===== src/rtl/i2c_write_master.sv =====
// i2c_write_master: one-byte I2C write (START, {addr,W}, ACK, data, ACK, STOP).
// Outputs are registered from the next bus position, so levels switch on quarter boundaries.
module i2c_write_master #(
  parameter int CLK_DIV = 4
) (
  input  logic       m_clk,
  input  logic       m_rst,
  input  logic       start,
  input  logic [6:0] addr,
  input  logic [7:0] data,
  input  logic       sda_in,
  output logic       scl,
  output logic       sda_oe,
  output logic       sda_out,
  output logic       busy,
  output logic       done,
  output logic       ack_err
);
  localparam int DW = (CLK_DIV > 1) ? $clog2(CLK_DIV) : 1;
  localparam logic [DW-1:0] DIV_LAST = DW'(CLK_DIV - 1);

  typedef enum logic [2:0] {
    IDLE, START, ADDR, ACK1, DATA, ACK2, STOP, DONE
  } state_t;

  state_t        state, state_n;
  logic [DW-1:0] div, div_n;
  logic [1:0]    q, q_n;
  logic [2:0]    bit_cnt, bit_cnt_n;
  logic [7:0]    shift, shift_n;
  logic [7:0]    data_r, data_r_n;
  logic          ack_err_n, scl_n, sda_oe_n, sda_out_n;
  logic          busy_n, done_n, q_end, mid;

  assign q_end = (div == DIV_LAST);

  always_comb begin
    state_n   = state;
    div_n     = div;
    q_n       = q;
    bit_cnt_n = bit_cnt;
    shift_n   = shift;
    data_r_n  = data_r;
    ack_err_n = ack_err;
    if (state == IDLE) begin
      div_n = '0;
      q_n   = '0;
      if (start) begin
        state_n   = START;
        shift_n   = {addr, 1'b0};
        data_r_n  = data;
        ack_err_n = 1'b0;
      end
    end else if (state == DONE) begin
      state_n = IDLE;
    end else begin
      div_n = q_end ? '0 : div + 1'b1;
      if (q_end) begin
        q_n = q + 2'd1;
        if ((state == ACK1 || state == ACK2) && q == 2'd2)
          ack_err_n = ack_err | sda_in;
        if (q == 2'd3) begin
          unique case (state)
            START: begin
              state_n   = ADDR;
              bit_cnt_n = 3'd7;
            end
            ADDR, DATA: begin
              if (bit_cnt == 3'd0)
                state_n = (state == ADDR) ? ACK1 : ACK2;
              else
                bit_cnt_n = bit_cnt - 3'd1;
            end
            ACK1: begin
              // an address NACK skips the data byte entirely
              if (ack_err) begin
                state_n = STOP;
              end else begin
                state_n   = DATA;
                bit_cnt_n = 3'd7;
                shift_n   = data_r;
              end
            end
            ACK2:    state_n = STOP;
            STOP:    state_n = DONE;
            default: state_n = state;
          endcase
        end
      end
    end
  end

  assign mid = (q_n == 2'd1) || (q_n == 2'd2);

  always_comb begin
    scl_n     = 1'b1;
    sda_oe_n  = 1'b0;
    sda_out_n = 1'b1;
    unique case (state_n)
      START: begin
        sda_oe_n  = 1'b1;
        scl_n     = (q_n != 2'd3);
        sda_out_n = (q_n < 2'd2);
      end
      ADDR, DATA: begin
        sda_oe_n  = 1'b1;
        scl_n     = mid;
        sda_out_n = shift_n[bit_cnt_n];
      end
      ACK1, ACK2: scl_n = mid;
      STOP: begin
        sda_oe_n  = 1'b1;
        scl_n     = (q_n != 2'd0);
        sda_out_n = q_n[1];
      end
      default: begin
        scl_n     = 1'b1;
        sda_oe_n  = 1'b0;
        sda_out_n = 1'b1;
      end
    endcase
    busy_n = (state_n != IDLE) && (state_n != DONE);
    done_n = (state_n == DONE);
  end

  always_ff @(posedge m_clk) begin
    if (m_rst) begin
      state   <= IDLE;
      div     <= '0;
      q       <= '0;
      bit_cnt <= '0;
      shift   <= '0;
      data_r  <= '0;
      ack_err <= 1'b0;
      scl     <= 1'b1;
      sda_oe  <= 1'b0;
      sda_out <= 1'b1;
      busy    <= 1'b0;
      done    <= 1'b0;
    end else begin
      state   <= state_n;
      div     <= div_n;
      q       <= q_n;
      bit_cnt <= bit_cnt_n;
      shift   <= shift_n;
      data_r  <= data_r_n;
      ack_err <= ack_err_n;
      scl     <= scl_n;
      sda_oe  <= sda_oe_n;
      sda_out <= sda_out_n;
      busy    <= busy_n;
      done    <= done_n;
    end
  end

endmodule

===== config.mk =====
export PLATFORM = sky130hd
export DESIGN_NAME = i2c_write_master
export DESIGN_NICKNAME = d
export VERILOG_FILES = /design/src/rtl/i2c_write_master.sv
export SDC_FILE = /design/constraint.sdc
export NUM_CORES = 1
export LEC_CHECK = 0
export BUFFER_PORTS_ARGS = -buffer_cell sky130_fd_sc_hd__buf_2
export CAP_MARGIN = 20
export CORE_MARGIN = 3
export CORE_UTILIZATION = 51
export DETAILED_ROUTE_END_ITERATION = 12
export HOLD_SLACK_MARGIN = 0.12
export PLACE_DENSITY = 0.75
export SLEW_MARGIN = 30
export SYNTH_ARGS = -nofsm -noshare
export SYNTH_HDL_FRONTEND = slang
export SYNTH_SLANG_ARGS = --single-unit

===== constraint.sdc =====
create_clock -name m_clk -period 2.1 [get_ports m_clk]
set_input_delay 0.105 -clock m_clk [delete_from_list [all_inputs] [get_ports m_clk]]
set_output_delay 0.105 -clock m_clk [all_outputs]
set_load 0.05 [all_outputs]

After elaboration in Yosys (flattened, before gate mapping)
Index checks and enable logic that the tools add are counted.
- input bits: 19
- register bits: 32
- word-level logic and storage cells: 95
- mux-type cells: 37
- order comparisons: 2
- reductions and logical operators: 17
- add/sub/neg operators: 3
- equal/unequal tests: 23
- bitwise gates (word level): 1
- operators with widths (operator ; number):
    8-bit 2-to-1 mux ; 7
    3-bit 2-to-1 mux ; 13
    3-bit == test (second input constant) ; 8
    3-bit one-hot mux with 5 select lines ; 1
    3-bit by 2-bit == test with 1-bit output (second input constant) ; 4
    2-bit 2-to-1 mux ; 5
    3-bit one-hot mux with 3 select lines ; 1
    2-bit == test (second input constant) ; 4
    4-bit OR reduction ; 2
    1-bit 2-to-1 mux ; 7
    3-bit by 1-bit == test with 1-bit output (second input constant) ; 2
    3-bit zero test ; 2
    2-bit != test (second input constant) ; 3
    1-bit one-hot mux with 3 select lines ; 2
    2-bit nonzero test ; 3
    2-bit OR reduction ; 3
    2-bit by 1-bit adder with 2-bit output (second input constant) ; 2
    3-bit by 4-bit < comparator with 1-bit output (second input constant) ; 1
    4-bit AND reduction ; 1
    1-bit binary-select mux with 3-bit select ; 1
    3-bit != test (second input constant) ; 1
    3-bit nonzero test ; 1
    3-bit by 1-bit subtractor with 3-bit output (second input constant) ; 1
    2-bit by 1-bit == test with 1-bit output (second input constant) ; 1
    5 further kinds ; 7

Depth between registers and ports, before layout
- depth in word-level cells: 11
- gate-level depth with buffers: 10
- depth with buffers taken out: 9

Worst setup path after synthesis
Ideal clock, no wire load.
- kind: flip-flop to flip-flop
- start point: reg bit_cnt[0]
- end point: reg scl
- setup time: 134 ps
- cell stages (with the launch flop): 10
- setup slack: 34 ps
- data required time: 1966 ps
- path buffers: 0
- arrival time: 1933 ps
- cells stage by stage: dfxtp_1 inv_1 ha_1 nor2b_1 maj3_1 a221oi_2 a21o_1 nand2_1 a21oi_1 o311ai_1
- cells in the longest elaborated chain, start to end: 10
- elaborated cells on any way between the ends: 15
- ends and longest elaborated chain (element ; RTL line ; RTL):
    start, declared ; 29 ; logic [2:0] bit_cnt, bit_cnt_n;
    start signal, assigned ; 144 ; bit_cnt <= bit_cnt_n;
    3-bit zero test (*) ; 69 ; if (bit_cnt == 3'd0)
    3-bit 2-to-1 mux (*) ; 69 ;
    3-bit one-hot mux with 5 select lines (*) ; 63 ; unique case (state)
    3-bit 2-to-1 mux (*) ; 62 ; if (q == 2'd3) begin
    3-bit 2-to-1 mux (*) ; 58 ; if (q_end) begin
    3-bit 2-to-1 mux (*) ; 54 ; end else if (state == DONE) begin
    3-bit 2-to-1 mux (*) ; 45 ; if (state == IDLE) begin
    3-bit by 2-bit == test with 1-bit output / 3-bit == test (equally long branches) ; 99 ; unique case (state_n)
    4-bit OR reduction (no source line) ; -- ;
    1-bit one-hot mux with 3 select lines (*) ; 99 ;
    end signal, assigned ; 148 ; scl <= scl_n;
    end, declared ; 12 ; output logic scl,
Mark *: on every way between the ends. The rest lies on a longest branch, timed or not.
A chain may end at the register's enable or synchronous reset.

Final worst setup path
- start point: reg q[0]
- end point: reg sda_out
- cells in the longest elaborated chain, start to end: 8
- elaborated cells on any way between the ends: 26
- ends and longest elaborated chain (element ; RTL line ; RTL):
    start, declared ; 28 ; logic [1:0] q, q_n;
    start signal, assigned ; 143 ; q <= q_n;
    2-bit == test ; 62 ;
    8-bit 2-to-1 mux / 3-bit 2-to-1 mux (equally long branches) ; 62 ;
    8-bit 2-to-1 mux / 3-bit 2-to-1 mux (equally long branches) ; 58 ;
    8-bit 2-to-1 mux / 3-bit 2-to-1 mux (equally long branches) ; 54 ;
    8-bit 2-to-1 mux / 3-bit 2-to-1 mux (equally long branches) ; 45 ;
    1-bit binary-select mux with 3-bit select (tied with other cells) ; 108 ; sda_out_n = shift_n[bit_cnt_n];
    1-bit 2-to-1 mux (implied by the code) / 2-bit OR reduction (equally long branches) ; -- ;
    1-bit one-hot mux with 3 select lines (*) ; 99 ;
    end signal, assigned ; 150 ; sda_out <= sda_out_n;
    end, declared ; 14 ; output logic sda_out,
Mark *: on every way between the ends. The rest lies on a longest branch, timed or not. The select of a mux whose other input is x is not followed.

==> impl.org <==
** Run status
- The flow ran to the end, and the final reports show no timing, DRC or antenna violations.

** Drt
- The first detailed-routing pass took 4 iterations.
- For this block, the initial DRC count from the detailed router was 97.
- Sum of routed wire length over all layers :: 4420 um
- Total DRC errors in the routed layout :: 0
- Via-per-instance ratio :: 5.41
- The routed layout has 1698 vias.
- Per-cell routed wire length :: 14.1 um
- The detail route stage leaves a number of antenna-violating nets equal to 0.

** Timing
- Derived from the worst setup path, the maximum achievable clock frequency is 494 MHz.
- The number of endpoints with negative hold slack in the final report is 0.
- Setup violations remaining at the end of the flow were counted as 0.
- Minimum period implied by the final worst setup slack :: 2.03 ns
- Worst slew margin :: 61.3%
- Slew at the pin with the worst max-slew slack :: 0.580 ns
- Setup repair after global routing could not meet its margin everywhere.
- Fin worst setup slack :: 0.0744 ns
- Worst Clk Skew :: 0.0102 ns
- After layout, the worst path uses 96.5% of the clock period.
- The final-report max-slew violation count is 0.
- In the final timing run, aggregate negative setup slack is 0 ns.

** Global route
- All-layer global routing usage :: 21.9%
- The layer flagged by global routing as most heavily used is met2.
- GR Overflow Total :: 0
- Global-route wire length before repair :: 7160 um
- For this run, global-route usage on met1 was measured as 30.9%.
- Entering global routing, the biggest net connects 32 pins.
- Met3 Resource Use GR :: 5.55%
- In the global route stage, met2 resource usage came out at 33.0%.
- Initial antenna violation count :: 0
- The via count of the first global-routing pass came to 1560.

** Synth
- Net count after synthesis :: 233
- For this run, the number of Yosys warnings is 0.
- Area fraction in and, or, nand and nor cells after synthesis :: 22.5%
- Fraction of the yosys area taken by sequential cells :: 36.8%
- Xor-xnor portion of the synthesized cell area :: 2.37%
- Of the post-synthesis cell area, the part taken by muxes is 2.30%.
- Among all flip-flop cells after synthesis, the most frequent one is dfxtp_1.
- Top cells by area in the synthesized netlist :: dfxtp_1 (37%), nand2_1 (6.5%), a21oi_1 (6.0%)
- Synthesis produced a netlist whose cell count is 207.
- Count of flip-flops with a built-in enable after synthesis :: 0
- Area of the mapped netlist :: 0.00174 mm^2
- Counting flops and latches in the post-synthesis netlist gives 32.
- Of the total synthesized cell area, the portion taken by full adders, half adders and majority gates is 5.60%.
- Fraction of the mapped netlist area in compound gates :: 23.8%
- Cell taking the most area after synthesis :: dfxtp_1
- Dominant combinational cell family by area after synthesis :: compound AO/OA/AOI/OAI gates
- Async set-or-reset flop fraction in the synthesized netlist :: 0%
- Count of different cell masters after synthesis :: 51
- A synthesized cell averages 8.42 um^2.
- In this run the biggest area consumer among cell types represents 36.8% of the synthesized area.

** Die
- Total core area :: 0.00315 mm^2
- The die covers 0.00416 mm^2.
- Top-level I/O count :: 25
- Row count :: 20
- Effective utilization at floorplan :: 55.3%
- Die boundary width :: 64.5 um
- Die Y-Extent :: 64.5 um

** Worst setup path
- The worst setup path is captured at a flop.
- The worst register-to-register path ends at sda_out$_SDFF_PP1_.
- The startpoint identified for the worst register-to-register timing path is q[0]$_SDFF_PP0_.
- For the worst flop-to-flop path, the logic depth is 8.
- Setup slack on the worst reg-to-reg path comes out at 0.07 ns.
- Crit Path Max Fanout :: 5
- At the worst endpoint, the arrival time is 2.23 ns.
- Classification of the worst setup path :: flop to flop
- Launching element type of the critical path :: flop
- STA puts the critical path data required time at 2.31 ns.

** Run
- Max-cap violation count :: 0

** CTS
- The clock passes through at most 2 buffers.
- H-tree levels :: 2
- The cell sitting at the root of the clock tree is a clkbuf_4.
- TritonCTS built the clock tree.
- The number of clock buffers added by TritonCTS is 5.
- Clock slew at reported path FFs :: 0.10 ns
- The clock reaches the later pin of the worst-skew pair after 0.32 ns.
- Clock Sink Count :: 32

** Worst hold path
- End of the worst hold path :: ack_err$_SDFFE_PP0P_
- The worst hold path begins at sda_in.
- Type of the most critical hold path :: input port to flop
- Number of cells traversed by the worst hold path :: 5

** Power
- PD cells :: 566 mW/mm^2
- The worst-case IR drop observed on VDD is 0.456 mV.
- Static leakage :: 0.973 nW

** Placed design
- In this run the tool buffered the top-level ports with 24 buffer cells.
- RD Place Congestion :: 0.847
- Placed cell areas :: 0.00208 mm^2
- Before CTS, the worst setup slack after placement is -0.0115 ns.
- After legalization and detailed placement, the total HPWL measured 2920 um.

** Layout
- From synthesis to final layout, the design area changed by 36.9%.
- Antenna cells :: 0
- After routing the design area is 0.00239 mm^2.
- For this run, the post-layout net count is 295.
- Layout cell share with drive strength beyond 1 :: 38.9%
## through the flow
stage / hold slack (ns) / total power, mW / instances / utilization [%]
CTS: 0.172 / 1.35 / 310 / 71.9
global route: 0.187 / 1.41 / 314 / 75.7
detailed placement: 0.353 / 0.817 / 294 / 66.0
floorplan: 0.186 / 0.764 / 207 / -
global placement: 0.348 / 0.814 / 294 / 66.0
finish: 0.188 / 1.35 / 314 / 75.7
## flip-flops by register name, summed over array words and instances, names as in the netlist
signal,cells
ack_err,1
bit_cnt,3
busy,1
data_r,8
div,2
done,1
q,2
scl,1
sda_oe,1
sda_out,1
shift,8
state,3
## area by class of cell
type / instances / area (um^2)
Clock buffer: 7 / 65.1
Clock inverter: 1 / 30.0
Fill cell: 246 / 767
Inverter: 7 / 26.3
Multi-Input combinational cell: 156 / 1080
Sequential cell: 32 / 656
Tap cell: 44 / 55.1
Timing Repair Buffer: 67 / 475
## report_power, final
group / internal, mW / switching, mW
sequential: 0.631 / 0.0131
clock: 0.316 / 0.208
combinational: 0.0821 / 0.0994
total: 1.03 / 0.320
## worst max-delay path: stages (launching register included)
cell	delay, ns
dfxtp_4	0.39
ha_4	0.15
nand2_4	0.05
or4_4	0.57
o22a_1	0.23
o21ai_2	0.08
nor2_2	0.06
a2111oi_4	0.27
o31ai_1	0.11
## worst max-delay path by stage
stage | from | end | slack [ns] | depth (start not counted)
after floorplan | bit_cnt[0]$_SDFF_PP0_ | scl$_SDFF_PP1_ | 0.03 | 9
after global placement | q[0]$_SDFF_PP0_ | sda_out$_SDFF_PP1_ | 0.05 | 8
after detailed placement | bit_cnt[0]$_SDFF_PP0_ | scl$_SDFF_PP1_ | -0.01 | 9
after CTS | q[0]$_SDFF_PP0_ | sda_out$_SDFF_PP1_ | 0.006 | 8
after global routing | q[0]$_SDFF_PP0_ | sda_out$_SDFF_PP1_ | -0.07 | 8
final | q[0]$_SDFF_PP0_ | sda_out$_SDFF_PP1_ | 0.07 | 8
## per-layer routing
| layer | up-vias | wire, um |
|---|---|---|
| li1 | 866 | - |
| met1 | 784 | 2150 |
| met2 | 44 | 2060 |
| met3 | 4 | 168 |
| met4 | 0 | 42 |
| met5 | - | 0 |
## placed cells by master (no fill, tap or decap), types with 2 or more instances in the layout
master	instances
buf_4	34
nand2_1	29
dfxtp_1	24
buf_2	24
nor2_1	23
a21oi_1	20
dlygate4sd3_1	8
nor3_1	6
o22a_1	6
dfxtp_2	6
nand3_1	5
inv_1	5
clkbuf_4	5
mux2i_1	4
o21ai_1	4
ha_1	4
o211ai_1	3
nor2_2	3
o21ai_2	3
inv_2	2
nand2_4	2
xnor2_2	2
nand4_1	2
o31ai_1	2
or4_4	2
o21ai_0	2
ha_4	2
clkbuf_8	2
dfxtp_4	2
## cell usage after synthesis (2+ instances only)
cell / number
nor3_1: 6
xnor2_2: 2
nand3_1: 5
mux2i_1: 4
dfxtp_1: 32
o22a_1: 6
o21ai_2: 3
o31ai_1: 2
a21oi_1: 21
o21ai_1: 4
a31oi_1: 2
nand2_4: 2
nand2_1: 30
clkbuf_1: 3
inv_1: 7
buf_6: 4
nor2_1: 25
nor2b_1: 2
nor2_2: 2
o21ai_0: 2
ha_1: 7
o22ai_1: 2
nand4_1: 2
o211ai_1: 3
buf_2: 3
## logic make-up after synthesis
| group | after synthesis |
|---|---|
| simple gates | 83 |
| compound gates | 57 |
| flops | 32 |
| buf+inv | 20 |
| fa+ha+maj | 8 |
| mux | 4 |
| xor+xnor | 3 |
## timing repair
| action | in CTS | in global routing |
|---|---|---|
| resized for setup | 2 | 29 |
| setup endpoints to repair | 2 | 3 |
| pin swaps | 1 | 11 |
| endpoints found under the hold margin | 8 | 0 |
| gates cloned | 0 | 1 |
| buffers inserted | 0 | 3 |
| hold buffers | 8 | 0 |
No activity file was read; power rests on OpenSTA's default activity.
